==> config.mk <==
export PLATFORM = sky130hd
export DESIGN_NAME = exec_buf_stage
export DESIGN_NICKNAME = d
export VERILOG_FILES = /design/src/rtl/exec_buf_stage.sv
export SDC_FILE = /design/constraint.sdc
export NUM_CORES = 2
export LEC_CHECK = 0
export CAP_MARGIN = 5
export CORE_MARGIN = 10
export CORE_UTILIZATION = 40
export DETAILED_ROUTE_END_ITERATION = 7
export SYNTH_ARGS = -nofsm -noshare
export SYNTH_HDL_FRONTEND = slang
export SYNTH_SLANG_ARGS = --single-unit
==> constraint.sdc <==
create_clock -name Clk -period 20.4 [get_ports Clk]
set_input_delay 4.08 -clock Clk [delete_from_list [all_inputs] [get_ports Clk]]
set_output_delay 4.08 -clock Clk [all_outputs]
set_load 0.01 [all_outputs]
==> src/rtl/exec_buf_stage.sv <==
// Execute-stage ALU of the 6-stage MIPS32 core (combinational) merged with
// the registered two-word inter-core buffer that feeds the multicore interconnect.
module exec_buf_stage #(
   parameter int unsigned WIDTH = 32
) (
   input  logic             Clk,
   input  logic             Reset,
   input  logic [WIDTH-1:0] ID_EX_rs_val,
   input  logic [WIDTH-1:0] ID_EX_rt_val,
   input  logic [WIDTH-1:0] ID_EX_ext_imm,
   input  logic [4:0]       ID_EX_shamt,
   input  logic [4:0]       ID_EX_rt,
   input  logic [4:0]       ID_EX_rd,
   input  logic [3:0]       ID_EX_ALUControl,
   input  logic             ID_EX_R,
   input  logic             ID_EX_JALControl,
   input  logic [WIDTH-1:0] ID_EX_PC4,
   output logic [WIDTH-1:0] EX_ALUResult,
   output logic [4:0]       EX_WriteRegister,
   input  logic             buf_write,
   input  logic             buf_stall,
   input  logic [WIDTH-1:0] buf_in_1,
   input  logic [WIDTH-1:0] buf_in_2,
   output logic [WIDTH-1:0] buf_out_1,
   output logic [WIDTH-1:0] buf_out_2,
   output logic             buf_flag
);

   localparam int unsigned REG_W   = 5;
   localparam int unsigned LUI_SH  = 16;
   localparam logic [REG_W-1:0] LINK_REG = REG_W'(31);

   localparam logic [3:0] OP_AND  = 4'd0;
   localparam logic [3:0] OP_OR   = 4'd1;
   localparam logic [3:0] OP_ADD  = 4'd2;
   localparam logic [3:0] OP_XOR  = 4'd3;
   localparam logic [3:0] OP_NOR  = 4'd4;
   localparam logic [3:0] OP_SLL  = 4'd5;
   localparam logic [3:0] OP_SRL  = 4'd6;
   localparam logic [3:0] OP_SRA  = 4'd7;
   localparam logic [3:0] OP_SUB  = 4'd8;
   localparam logic [3:0] OP_SLT  = 4'd9;
   localparam logic [3:0] OP_SLTU = 4'd10;
   localparam logic [3:0] OP_LUI  = 4'd11;
   localparam logic [3:0] OP_SLLV = 4'd12;
   localparam logic [3:0] OP_SRLV = 4'd13;
   localparam logic [3:0] OP_SRAV = 4'd14;
   localparam logic [3:0] OP_MUL  = 4'd15;

   logic [WIDTH-1:0] op_a;
   logic [WIDTH-1:0] op_b;
   logic [REG_W-1:0] var_sh;
   logic [WIDTH-1:0] alu_res;

   logic [WIDTH-1:0] buf_out_1_q, buf_out_1_d;
   logic [WIDTH-1:0] buf_out_2_q, buf_out_2_d;
   logic             buf_flag_q,  buf_flag_d;

   assign op_a   = ID_EX_rs_val;
   assign op_b   = ID_EX_R ? ID_EX_rt_val : ID_EX_ext_imm;
   assign var_sh = op_a[REG_W-1:0];

   // Low word of a product is the same for signed and unsigned operands.
   always_comb begin
      alu_res = '0;
      unique case (ID_EX_ALUControl)
         OP_AND:  alu_res = op_a & op_b;
         OP_OR:   alu_res = op_a | op_b;
         OP_ADD:  alu_res = op_a + op_b;
         OP_XOR:  alu_res = op_a ^ op_b;
         OP_NOR:  alu_res = ~(op_a | op_b);
         OP_SLL:  alu_res = op_b << ID_EX_shamt;
         OP_SRL:  alu_res = op_b >> ID_EX_shamt;
         OP_SRA:  alu_res = WIDTH'($signed(op_b) >>> ID_EX_shamt);
         OP_SUB:  alu_res = op_a - op_b;
         OP_SLT:  alu_res = WIDTH'($signed(op_a) < $signed(op_b));
         OP_SLTU: alu_res = WIDTH'(op_a < op_b);
         OP_LUI:  alu_res = op_b << LUI_SH;
         OP_SLLV: alu_res = op_b << var_sh;
         OP_SRLV: alu_res = op_b >> var_sh;
         OP_SRAV: alu_res = WIDTH'($signed(op_b) >>> var_sh);
         OP_MUL:  alu_res = op_a * op_b;
         default: alu_res = '0;
      endcase
   end

   // Jump-and-link overrides both the result and the destination.
   always_comb begin
      EX_ALUResult     = alu_res;
      EX_WriteRegister = ID_EX_R ? ID_EX_rd : ID_EX_rt;
      if (ID_EX_JALControl) begin
         EX_ALUResult     = ID_EX_PC4;
         EX_WriteRegister = LINK_REG;
      end
   end

   // Stall freezes everything; otherwise the flag mirrors this cycle's write.
   always_comb begin
      buf_out_1_d = buf_out_1_q;
      buf_out_2_d = buf_out_2_q;
      buf_flag_d  = buf_flag_q;
      if (!buf_stall) begin
         buf_flag_d = buf_write;
         if (buf_write) begin
            buf_out_1_d = buf_in_1;
            buf_out_2_d = buf_in_2;
         end
      end
   end

   always_ff @(posedge Clk or negedge Reset) begin
      if (!Reset) begin
         buf_out_1_q <= '0;
         buf_out_2_q <= '0;
         buf_flag_q  <= 1'b0;
      end else begin
         buf_out_1_q <= buf_out_1_d;
         buf_out_2_q <= buf_out_2_d;
         buf_flag_q  <= buf_flag_d;
      end
   end

   assign buf_out_1 = buf_out_1_q;
   assign buf_out_2 = buf_out_2_q;
   assign buf_flag  = buf_flag_q;

endmodule

==> results_dict.tcl <==
set metrics [dict create \
    status "finished, final reports clean" \
    layout_commonest_cell "nor2_1" \
    critPathKind "in -> out" \
    reg2reg_to "buf_out_2[1]$_DFFE_PN0P_" \
    arrival_ps 14120 \
    clockBufferDepth 2 \
    io_pins 319 \
    overflow 0 \
    synth_seq_cells 65 \
    crit_path_start_kind "input pin" \
    grt_pass1_vias 29200 \
    hold_end "buf_flag$_DFFE_PN0N_" \
    drive_above_1_share_pct 8.08 \
    die_height_um 289 \
    worstHoldPathType "reg -> reg" \
    synth_ff_type "dfrtp_1" \
    first_pass_iters 6 \
    die_area_sq_mm 0.0836 \
    slew_viol_final 0 \
    syn-num-nets 4461 \
    synth_edf_count 0 \
    start_util_pct 40.5 \
    ff2ff_path_depth 1 \
    hp-start "buf_flag$_DFFE_PN0N_" \
    rsz0062_at_grt "false" \
    netlist_area_sq_mm 0.0290 \
    fin_worst_skew_ps 0 \
    finalWeightedCongestion 1.08 \
    grt_max_degree 66 \
    synthCells 3615 \
    rows 98 \
    syn2layout_area_growth_pct 15.9 \
    avgViaCountPerCell 6.12 \
    wl_per_cell_um 30.9 \
    setup_violations 0 \
    portBuffers 318 \
    grt.total_usage_pct 34.5 \
    die_w_um 289 \
    antenna_found_initial 5 \
    syn_avg_cell_area_sq_um 8.01 \
    drt-total-wl_um 147000 \
    layout_common_cells "530 x nor2_1, 471 x inv_1, 410 x fa_1" \
    cts_tree "built" \
    max_freq_ghz 0.0549 \
    dp_hpwl_um 114000 \
    ys_async_sr_fraction_pct 100 \
    crit_path_top_delay_cell "clkdlybuf4s50_1" \
    synth_cell_types 86 \
    worstSkewPairLatency_ps 320 \
    grt_pass1_wl_um 210000 \
    cts-buffers-inserted 9 \
    clkSlewWorstSetupHoldPaths_ps 50 \
    ys_seq_area_share_pct 5.61 \
    crit_path_frequent_cell "fa_1" \
    nets 4651 \
    fin_crit_sh_pct 89.2 \
    drc_errors 0 \
    cts_root_buffer "clkbuf_16" \
    worstReg2RegStart "buf_out_2[1]$_DFFE_PN0P_" \
    drt_iter0_markers 3607 \
    cts_resized 0 \
    dr_total_vias 29100 \
    cap_viol_max_count 0 \
    slowest_delay_ps 660 \
    postCtsHoldBufs 0 \
    core_sq_mm 0.0716 \
    hold_path_depth 1 \
    final_hold_viol_count 0 \
    critPathCaptureType "primary output" \
    r2r_setup_slack_ps 19600 \
    tightest_slew_ps 1330 \
    fillCellCount 7199 \
    cts_htree_levels 3 \
    cts_sinks 65 \
    tns_ps 0 \
    worstPathRequired_ps 16320 \
    slew_headroom_pct 11.1 \
    cp_max_fo 21 \
    post_cts_buffers 0 \
    synth_warnings 0 \
    final_antenna_net_count 0 \
    min_period_ps 18200 \
]
stage by stage:
| stage | std cells | setup WS [ps] | util (%) | instance area [sq um] | hold WS (ps) |
|---|---|---|---|---|---|
| floorplan | 3615 | 4930 | - | 29000 | 521 |
| global placement | 4744 | 2380 | 46.5 | 33300 | 465 |
| detailed placement | 4744 | 2330 | 46.5 | 33300 | 468 |
| CTS | 4760 | 2300 | 46.9 | 33600 | 480 |
| global route | 4761 | 1900 | 46.9 | 33600 | 500 |
| finish | 4761 | 2200 | 46.9 | 33600 | 476 |
synth_stat cells, types with 38 or more instances:
| master | count | area, sq um |
|---|---|---|
| nand2_1 | 361 | 1360 |
| a21oi_1 | 183 | 916 |
| fa_1 | 410 | 8210 |
| dfrtp_1 | 65 | 1630 |
| mux2_2 | 95 | 1070 |
| nor3_1 | 38 | 190 |
| nor2_1 | 530 | 1990 |
| inv_1 | 471 | 1770 |
| clkbuf_1 | 184 | 691 |
| ha_1 | 219 | 2740 |
| xnor2_1 | 73 | 639 |
| mux2i_1 | 245 | 2450 |
| o21ai_0 | 136 | 681 |
registers in the layout, indices dropped and copies added, names as in the netlist:
signal	count
buf_flag	1
buf_out_1	32
buf_out_2	32
routing by layer:
metal | GRT usage (%) | vias to the layer above | part of all wire (%) | wire, um
li1 | - | 12400 | - | -
met1 | 45.4 | 14400 | 39 | 57600
met2 | 52.1 | 1950 | 43 | 62900
met3 | 9.34 | 395 | 12 | 17700
met4 | 16.2 | 4 | 6.0 | 8780
met5 | 0 | - | 0.018 | 27
worst max-delay path by stage:
stage,start,end,slack [ps],cells past startpoint
finish,ID_EX_R,EX_ALUResult[31],2200,26
global route,ID_EX_R,EX_ALUResult[30],1900,25
CTS,ID_EX_R,EX_ALUResult[30],2300,25
detailed placement,ID_EX_R,EX_ALUResult[30],2330,25
global placement,ID_EX_R,EX_ALUResult[30],2380,25
floorplan,ID_EX_R,EX_ALUResult[30],4930,27
cell type report:
type	count	area [sq um]	share of cell area (%)
Multi-Input combinational cell	2816	24700	73.6
Tap cell	950	1190	3.54
Sequential cell	65	1630	4.84
Clock inverter	6	52.6	0.156
Antenna cell	1	2.50	0.00745
Timing Repair Buffer	421	3940	11.7
Clock buffer	10	229	0.682
Inverter	492	1850	5.50
worst max-delay path, delay by kind of cell:
family / cells / cell delay, ps
adders and majority gates: 10 / 4950
buffers and inverters: 6 / 2490
AOI/OAI and AO/OA: 8 / 2240
muxes: 1 / 110
xor gates and xnor gates: 1 / 250
cells by family after synthesis:
| family | after synthesis | share of synthesized area (%) |
|---|---|---|
| AND/OR/NAND/NOR | 1058 | 15.0 |
| AO/OA/AOI/OAI | 679 | 15.4 |
| adder cells (fa/ha/maj) | 629 | 37.8 |
| buffers and inverters | 734 | 9.96 |
| XOR/XNOR | 87 | 2.63 |
| multiplexers | 363 | 13.6 |
| flip-flops | 65 | 5.61 |
Power is left out: the tool's default activity adds up to more than one toggle a clock period on the data nets, which glitch-free logic cannot reach.
